===== src/rtl/serial_adder.sv =====
// rtl/serial_adder.sv - digit-serial adder, DIGIT bits per clock, valid/ready on both sides
// Optional signed-overflow output Ovf is enabled by defining SERIAL_ADDER_OVF_EN.
module serial_adder #(
    parameter int WIDTH = 8,
    parameter int DIGIT = 2
) (
    input  logic             clk,
    input  logic             rst,
    input  logic             in_valid,
    output logic             in_ready,
    input  logic [WIDTH-1:0] A,
    input  logic [WIDTH-1:0] B,
    input  logic             Cin,
    output logic             out_valid,
    input  logic             out_ready,
    output logic [WIDTH-1:0] S,
    output logic             Cout
`ifdef SERIAL_ADDER_OVF_EN
    ,
    output logic             Ovf
`endif
);

    localparam int N  = WIDTH / DIGIT;
    localparam int CW = (N > 1) ? $clog2(N) : 1;

    typedef enum logic [1:0] {
        IDLE,
        RUN,
        DONE
    } state_t;

    state_t           r_state;
    state_t           w_state_next;
    logic [WIDTH-1:0] r_a;
    logic [WIDTH-1:0] r_b;
    logic [WIDTH-1:0] r_acc;
    logic             r_carry;
    logic [CW-1:0]    r_cnt;

    logic [DIGIT:0]   w_slice;
    logic [WIDTH-1:0] w_acc_next;
    logic             w_last;

    assign w_slice    = {1'b0, r_a[DIGIT-1:0]} + {1'b0, r_b[DIGIT-1:0]} + {{DIGIT{1'b0}}, r_carry};
    // Slice sum enters at the MSB end; widened concat keeps DIGIT == WIDTH legal.
    assign w_acc_next = WIDTH'({w_slice[DIGIT-1:0], r_acc} >> DIGIT);
    assign w_last     = (r_state == RUN) && (r_cnt == CW'(N - 1));

`ifdef SERIAL_ADDER_OVF_EN
    logic w_carry_into_msb;
    // Recover the carry into the top bit from that bit's sum and operand bits.
    assign w_carry_into_msb = w_slice[DIGIT-1] ^ r_a[DIGIT-1] ^ r_b[DIGIT-1];
`endif

    always_comb begin
        w_state_next = r_state;
        in_ready     = 1'b0;
        out_valid    = 1'b0;
        case (r_state)
            IDLE: begin
                in_ready = 1'b1;
                if (in_valid) begin
                    w_state_next = RUN;
                end
            end
            RUN: begin
                if (w_last) begin
                    w_state_next = DONE;
                end
            end
            DONE: begin
                out_valid = 1'b1;
                if (out_ready) begin
                    w_state_next = IDLE;
                end
            end
            default: w_state_next = IDLE;
        endcase
    end

    always_ff @(posedge clk or posedge rst) begin
        if (rst) begin
            r_state <= IDLE;
            r_a     <= '0;
            r_b     <= '0;
            r_acc   <= '0;
            r_carry <= 1'b0;
            r_cnt   <= '0;
            S       <= '0;
            Cout    <= 1'b0;
`ifdef SERIAL_ADDER_OVF_EN
            Ovf     <= 1'b0;
`endif
        end else begin
            r_state <= w_state_next;
            case (r_state)
                IDLE: begin
                    if (in_valid) begin
                        r_a     <= A;
                        r_b     <= B;
                        r_carry <= Cin;
                        r_cnt   <= '0;
                    end
                end
                RUN: begin
                    r_a     <= r_a >> DIGIT;
                    r_b     <= r_b >> DIGIT;
                    r_acc   <= w_acc_next;
                    r_carry <= w_slice[DIGIT];
                    r_cnt   <= r_cnt + CW'(1);
                    // S/Cout only change when a result completes.
                    if (w_last) begin
                        S    <= w_acc_next;
                        Cout <= w_slice[DIGIT];
`ifdef SERIAL_ADDER_OVF_EN
                        Ovf  <= w_carry_into_msb ^ w_slice[DIGIT];
`endif
                    end
                end
                default: ;
            endcase
        end
    end

endmodule


===== config.mk =====
export PLATFORM = sky130hd
export DESIGN_NAME = serial_adder
export DESIGN_NICKNAME = d
export VERILOG_FILES = /design/src/rtl/serial_adder.sv
export SDC_FILE = /design/constraint.sdc
export NUM_CORES = 1
export LEC_CHECK = 0
export BUFFER_PORTS_ARGS = -buffer_cell sky130_fd_sc_hd__buf_2
export CAP_MARGIN = 30
export CORE_ASPECT_RATIO = 1.25
export CORE_MARGIN = 2
export CORE_UTILIZATION = 35
export DETAILED_ROUTE_END_ITERATION = 6
export GPL_TIMING_DRIVEN = 0
export PLACE_DENSITY = 0.56
export REMOVE_ABC_BUFFERS = 1
export SLEW_MARGIN = 20
export SYNTH_ARGS = -nofsm -noshare
export SYNTH_HDL_FRONTEND = slang
export SYNTH_SLANG_ARGS = --single-unit

===== constraint.sdc =====
create_clock -name clk -period 2.4 [get_ports clk]
set_clock_uncertainty 0.2 [all_clocks]
set_input_delay 0.12 -clock clk [delete_from_list [all_inputs] [get_ports clk]]
set_output_delay 0.12 -clock clk [all_outputs]
set_load 0.005 [all_outputs]

**Word level (Yosys, flattened, before mapping)**

Index checks and enable logic that the tools add are counted.

- Register bits after elaboration: 38
- Input port bits: 21
- Word-level logic and storage cells: 37

- Add/subtract/negate cells: 3
- Equality and inequality tests: 6
- Multiplexer cells: 14
- Reduce and logical (&&, ||, !) cells: 6

Operator list:

| kind | number |
|---|---|
| 8-bit one-hot mux with 2 select lines | 2 |
| 8-bit 2-to-1 mux | 2 |
| 2-bit 2-to-1 mux | 4 |
| 2-bit inequality test (second input constant) | 3 |
| 2-bit one-hot mux with 3 select lines | 1 |
| 2-bit equality test (second input constant) | 2 |
| 2-bit one-hot mux with 2 select lines | 1 |
| 2-bit AND reduction | 2 |
| 2-bit by 2-bit adder with 3-bit output | 1 |
| 3-bit by 1-bit adder with 3-bit output | 1 |
| 1-bit 2-to-1 mux | 3 |
| 3-bit AND reduction | 1 |
| 2-bit by 1-bit adder with 2-bit output (second input constant) | 1 |
| 2-bit by 1-bit equality test with 1-bit output (second input constant) | 1 |
| 2-bit zero test | 1 |
| 1-bit one-hot mux with 2 select lines | 1 |
| 2-bit nonzero test | 1 |
| 1-bit logical AND | 1 |

**Logic depth before layout (Yosys ltp)**

Gate-level depths: netlist of the first run.

- Depth after elaboration: 4
- Mapped depth: 5

**Least setup slack after synthesis of the first run**

No wires, ideal clock.

- Path kind: reg-to-reg
- Start point: reg r_a[0]
- End point: reg r_carry
- Setup time: 0.104 ns
- Data arrival time: 1.508 ns
- Path slack: 0.588 ns
- Stages on the path, launching flop included: 6
- Buffers on the path: 0
- Path through: dfrtp_1 > inv_1 > fa_1 > fa_1 > and3b_1 > a221oi_1

- Longest elaborated chain between the ends: 3

RTL lines:

| what | RTL line | RTL |
|---|---|---|
| start: declaration | 35 | `logic [WIDTH-1:0] r_a;` |
| start signal: assignment | 107 | `r_a <= r_a >> DIGIT;` |
| 2-bit by 2-bit adder with 3-bit output | 45 | `assign w_slice = {1'b0, r_a[DIGIT-1:0]} + {1'b0, r_b[DIGIT-1:0]} + {{DIGIT{1'b0}}, r_carry};` |
| 3-bit by 1-bit adder with 3-bit output | 45 |  |
| 1-bit one-hot mux with 2 select lines | 97 | `case (r_state)` |
| end signal: assignment | 102 | `r_carry <= Cin;` |
| end signal: assignment | 110 | `r_carry <= w_slice[DIGIT];` |
| end: declaration | 38 | `logic r_carry;` |

Every way passes these cells.
A chain may end at the register's enable or synchronous reset.

**Final worst setup path of the first run**

- Start point: reg r_state[1]
- End point: reg S[3]

- Longest elaborated chain between the ends: 3

RTL lines:

| what | RTL line | RTL |
|---|---|---|
| start: declaration | 33 | `state_t r_state;` |
| start signal: assignment | 96 | `r_state <= w_state_next;` |
| 2-bit by 1-bit equality test with 1-bit output (*) | 48, 97 |  |
| 1-bit logical AND | 48 | `assign w_last = (r_state == RUN) && (r_cnt == CW'(N - 1));` |
| 2-bit AND reduction (no line) (*) | -- |  |
| end signal: assignment | 114 | `S <= w_acc_next;` |
| end: declaration | 16 | `output logic [WIDTH-1:0] S,` |

Mark *: on every way between the ends. The rest lies on a longest branch, timed or not.

==> metrics.txt, run 1 <==
data arrival at the endpoint of the critical path 2190 ps; chip width 65.28 um; YS warnings 0; Final setup viols 0; Initial Utilization 36.84%; crit path time final 2223 ps; largest net degree at the start of global routing 37; Root Driver clkbuf_8; layout cells sized above 1 26.60%; status complete, no violations; RSZ-0062 raised after global routing no; die outline area 0.005262 mm^2; I/O pin count 32; Final ANT Viol Nets 0; slowest stage delay, CP 970 ps; WL per Instance 12.68 um; Clock Tree Buf Depth 2; Worst-Skew Late Latency 280 ps; fmax 0.4498 GHz; GRT Overall Usage 13.93%; area of placed instances 0.001819 mm^2; Buf/Inv on CP 0; Die Y 80.60 um; crit-path cells nand3b_1 -> mux2_2; startpoint class of the critical path register; Crit path max-delay family flip-flops; DR iter-0 viols 41; total power draw 2.557 mW; Reg clk slew, reported paths 70 ps; Syn-to-layout area delta 27.19%; Worst EP required 2370 ps; final worst-path cycle share 92.64%; final count of hold timing violations 0; Nets 211; Worst VDD drop 0.5294 mV; #FFs+latches synth 36; hpwl dp 2084 um; Leak 1.030 nW; Setup Buffers After CTS 0; synthesized area 0.001643 mm^2; max cap viols 0; Crit-path slowest cell dfrtp_1; input/output buffers 31; # diodes 0; Overflow after GRT 0; Synth cell types 24; DR pass1 iterations 4; sequential fraction of the synthesis area 54.84%; H-tree depth 2; RD Place Congestion 0.7396; number of antenna violations at the first check in global routing 0; power density cells 1224 mW/mm^2; # rows 27; final instance area 0.002090 mm^2; Pins Over Slew Limit 0; worst-margin pin slew 952.9 ps; kind of critical path register to register; crit-path max FO 32; Syn Inst Count 140; first-pass GRT wire length 5561 um; vias in the first global route 1304; via count 1173; Syn Area/Cell 11.73 um^2; setup_tns 0 ps; DR vias/cell 4.768; fill cell count 445; Num CTS Buffers 5; worst min path class input pin to register; total length of routed wires 3120 um; Relative slew margins 36.47%; Crit. End Element register; CTS tree built; Core Box Area 0.004459 mm^2; clk sink count 36; DRC 0
-- cell type report --
cell class / count / area [um^2] / share of cell area (%)
clock buffer: 8 / 90.09 / 4.311
inverter: 21 / 78.83 / 3.772
multi-input combinational: 74 / 611.8 / 29.28
sequential: 36 / 900.9 / 43.11
tap: 58 / 72.57 / 3.473
timing repair buffer: 49 / 335.3 / 16.05
-- timing repair --
item | in CTS | in global routing
endpoints found under the hold margin | 53 | 0
resized for setup | 0 | 0
hold buffers | 18 | 0
-- registers in the layout, summed over array words and instances (netlist names) --
signal   flops
S            8
r_b          8
r_cnt        2
Cout         1
r_state      2
r_a          8
r_acc        6
r_carry      1
-- Yosys cell counts --
| cell type | number | area (um^2) |
|---|---|---|
| dfrtp_1 | 36 | 900.9 |
| inv_1 | 21 | 78.83 |
| ha_1 | 1 | 12.51 |
| o2bb2ai_1 | 1 | 8.760 |
| a22o_1 | 4 | 35.03 |
| buf_2 | 5 | 25.02 |
| and3b_1 | 1 | 8.760 |
| mux2i_1 | 5 | 50.05 |
| buf_6 | 1 | 11.26 |
| nor3b_1 | 14 | 105.1 |
| o21ai_0 | 1 | 5.000 |
| a221oi_1 | 13 | 113.9 |
| nor2_1 | 12 | 45.04 |
| buf_4 | 1 | 7.510 |
| o21bai_2 | 1 | 11.26 |
| nand2b_1 | 2 | 12.51 |
| nand3b_1 | 1 | 7.510 |
| nor2b_1 | 3 | 18.77 |
| a21o_1 | 1 | 7.510 |
| clkbuf_1 | 2 | 7.510 |
| mux2_2 | 10 | 112.6 |
| and2b_1 | 1 | 7.510 |
| fa_1 | 2 | 40.04 |
| o21ba_2 | 1 | 10.01 |
-- metrics by stage --
step                utilization [%]  worst slack (ps)  hold WS, ps  instances
floorplan                         -             552.0        27.74        131
global placement              40.80             216.1        120.8        220
detailed placement            40.80             171.7        94.58        220
CTS                           46.86             163.6        5.964        246
global route                  46.86             69.06        41.46        246
finish                        46.86             176.6        16.05        246
-- cells in the final DEF (no fill, tap or decap), types with 2 or more instances in the layout --
cell type and instances:
dfrtp_1 36, buf_2 31, inv_1 20, dlygate4sd3_1 18, nor3b_1 14, a221oi_1 13, nor2_1 12, mux2_2 10
clkbuf_8 6, mux2i_1 5, a22o_1 4, nor2b_1 3, nand2b_1 2, fa_1 2, clkbuf_1 2
-- power by group --
group          switching [mW]  internal [mW]
combinational           0.445          0.543
clock                   0.202          0.234
sequential              0.226          0.907
-- kinds of logic after synthesis --
| logic type | after synthesis | synth area share (%) |
|---|---|---|
| compound gates | 22 | 11.65 |
| fa+ha+maj | 3 | 3.199 |
| buf+inv | 30 | 7.921 |
| flops | 36 | 54.84 |
| mux | 15 | 9.901 |
| simple gates | 34 | 12.49 |
-- routing by layer --
layer / GRT usage, % / part of all wire (%) / vias up
li1: - / - / 568
met1: 14.64 / 42 / 573
met2: 25.61 / 52 / 28
met3: 3.641 / 4.6 / 4
met4: 6.250 / 0.90 / 0
met5: 0 / 0 / -
-- worst paths after layout --
| path | start | endpoint | slack, ps | cells after the start |
|---|---|---|---|---|
| hold reg to reg | S[5] | S[5] | 310 | 1 |
| hold / removal | Cin | r_carry | 20 | 3 |
| setup / recovery | r_state[1] | S[3] | 180 | 2 |
| setup reg to reg | r_state[1] | S[3] | 180 | 2 |
| min in group asynchronous | rst | r_acc[2] | 320 | 3 |
| max in group asynchronous | rst | r_a[1] | 1210 | 3 |
-- worst min-delay path: stages --
cell	delay, ps
buf_2	100
nor2b_1	150
a221oi_1	100
(Power assumes the default switching activity.)
==> run 2: changes to the inputs <==
--- a/config.mk
+++ b/config.mk
@@ -14,3 +14,3 @@
 export GPL_TIMING_DRIVEN = 0
-export PLACE_DENSITY = 0.56
+export PLACE_DENSITY = 0.54
 export REMOVE_ABC_BUFFERS = 1
--- a/constraint.sdc
+++ b/constraint.sdc
@@ -4,2 +4,2 @@
 set_output_delay 0.12 -clock clk [all_outputs]
-set_load 0.005 [all_outputs]
+set_load 0.02 [all_outputs]
==> run 2 against run 1 <==
Net effect:
- hold slack better by 7.2 ps
- combinational power rose by 11%
- register-to-register slack about the same
- largest cell class unchanged
==> metrics.txt, run 2 (synthesis gave the netlist of run 1 again) <==
Worst-Skew Late Latency 280 ps (about the same); WHS 23.20 ps (+7.152 ps); status complete, no violations; Cells after DPL 220 (unchanged); Buf/Inv on CP 0 (unchanged); RD Place Congestion 0.7088 (-4.2%); final count of hold timing violations 0 (unchanged); DR vias/cell 4.879 (+2.3%); kind of critical path register to register; Die Y 80.60 um (unchanged); number of antenna violations at the first check in global routing 0 (unchanged); die outline area 0.005262 mm^2 (unchanged); pre-CTS WS 139.5 ps (-32.18 ps); slowest stage delay, CP 970 ps (about the same); input/output buffers 31 (unchanged); non-filler cells, final 247 (+0.41%); Leak 1.034 nW (+0.40%); Reg2Reg Setup Slack 180 ps (about the same); Relative slew margins 35.75% (-0.72 points); Clk pwr share 16.2% (-0.8 points); commonest non-fill, non-tap cell in the layout dfrtp_1; via count 1205 (+2.7%); DR pass1 iterations 4 (unchanged); power density cells 1269 mW/mm^2 (+3.7%); DRC 0 (unchanged); power share of the combinational group 41.5% (+2.8 points); H-tree depth 2 (unchanged); Num CTS Buffers 5 (unchanged); CTS tree built; Root Driver clkbuf_8; Crit-path slowest cell dfrtp_1; max cap viols 0 (unchanged); largest net degree at the start of global routing 37 (unchanged); total length of routed wires 3107 um (-0.42%); RSZ-0062 raised after global routing no; I/O pin count 32 (unchanged); # rows 27 (unchanged); Clock Tree Buf Depth 2 (unchanged); final worst-path cycle share 92.59% (about the same); Worst EP required 2360 ps (about the same); data arrival at the endpoint of the critical path 2180 ps (about the same); Syn-to-layout area delta 27.80%; # diodes 0 (unchanged); Seq pwr share 42.4% (-1.9 points); Crit. End Element register; post_cts resized 0 (unchanged); Worst VDD drop 0.5541 mV (+4.7%); fmax 0.4500 GHz (about the same); Crit path max-delay family flip-flops; hpwl dp 2009 um (-3.6%); worst-margin pin slew 963.7 ps (+10.87 ps); crit-path max FO 32 (unchanged); Pins Over Slew Limit 0 (unchanged); worst min path class input pin to register; setup_tns 0 ps (unchanged); Largest regs S: 8 flops, r_a: 8 flops, r_b: 8 flops; DR iter-0 viols 71 (+73%); crit-path cells nand3b_1 -> mux2_2; Reg clk slew, reported paths 60 ps (about the same); Final setup viols 0 (unchanged); crit path time final 2222 ps (-1.349 ps); Initial Utilization 36.84% (unchanged); Overflow after GRT 0 (unchanged); Internal 1.691 mW (+0.40%); total power draw 2.664 mW (+4.2%); Final ANT Viol Nets 0 (unchanged); Core Box Area 0.004459 mm^2 (unchanged); vias in the first global route 1208 (-7.4%); startpoint class of the critical path register; fill cell count 461 (+3.6%); Sw Ratio 36.50% (+2.4 points); Nets 212 (+0.47%); first-pass GRT wire length 5457 um (-1.9%); chip width 65.28 um (unchanged); WL per Instance 12.58 um (-0.82%); layout cells sized above 1 26.46% (-0.14 points); final worst setup slack 177.9 ps (+1.349 ps); clk sink count 36 (unchanged); GRT Overall Usage 13.71% (-0.22 points); most frequent cells in the layout dfrtp_1, buf_2, inv_1; sw power 0.9723 mW (+11%)
run 2: changes by cell type in the layout (fill, tap and decap cells not counted):
cell	before	now
dlygate4sd3_1	18	19
run 2: layout make-up:
cell class | instances | area, um^2 | area share, %
sequential | 36 | 900.9 | 42.91
multi-input combinational | 74 | 611.8 | 29.14
timing repair buffer | 50 | 345.3 | 16.45
clock buffer | 8 | 90.09 | 4.291
inverter | 21 | 78.83 | 3.754
tap | 58 | 72.57 | 3.457
run 2: metal layers:
layer / GRT usage, % / up-vias / routed length (um)
li1: - / 577 / -
met1: 16.04 / 592 / 1342
met2: 23.37 / 29 / 1567
met3: 3.501 / 7 / 144
met4: 6.250 / 0 / 53
met5: 0 / - / 0
run 2: power groups by stage:
stage | clock [mW] | combinational, mW | sequential, mW
after CTS | 0.455 | 1.13 | 1.13
after floorplan | 0 | 0.747 | 1.18
after detailed placement | 0 | 1.10 | 1.14
final | 0.431 | 1.10 | 1.13
after global placement | 0 | 1.06 | 1.13
after global routing | 0.486 | 1.25 | 1.18
run 2: timing repair:
item	CTS	global route
hold buffers	19	0
hold endpoints to repair	54	0
buffers inserted	0	0
run 2: final timing paths:
kind | from | end | cells after the start
setup / recovery | r_state[1] | S[2] | 2
hold / removal | in_valid | r_carry | 3
setup reg to reg | r_state[1] | S[2] | 2
hold reg to reg | S[1] | S[1] | 1
max in group asynchronous | rst | r_state[1] | 3
min in group asynchronous | rst | S[0] | 3
run 2: worst min-delay path, stage by stage:
cell and delay (ps):
buf_2 120, nor2b_1 140, a221oi_1 80
run 2: per-stage QoR:
| stage | utilization (%) | area (um^2) |
|---|---|---|
| global placement | 40.80 | 1819 |
| global route | 47.08 | 2100 |
| finish | 47.08 | 2100 |
| detailed placement | 40.80 | 1819 |
| floorplan | - | 1592 |
| CTS | 47.08 | 2100 |
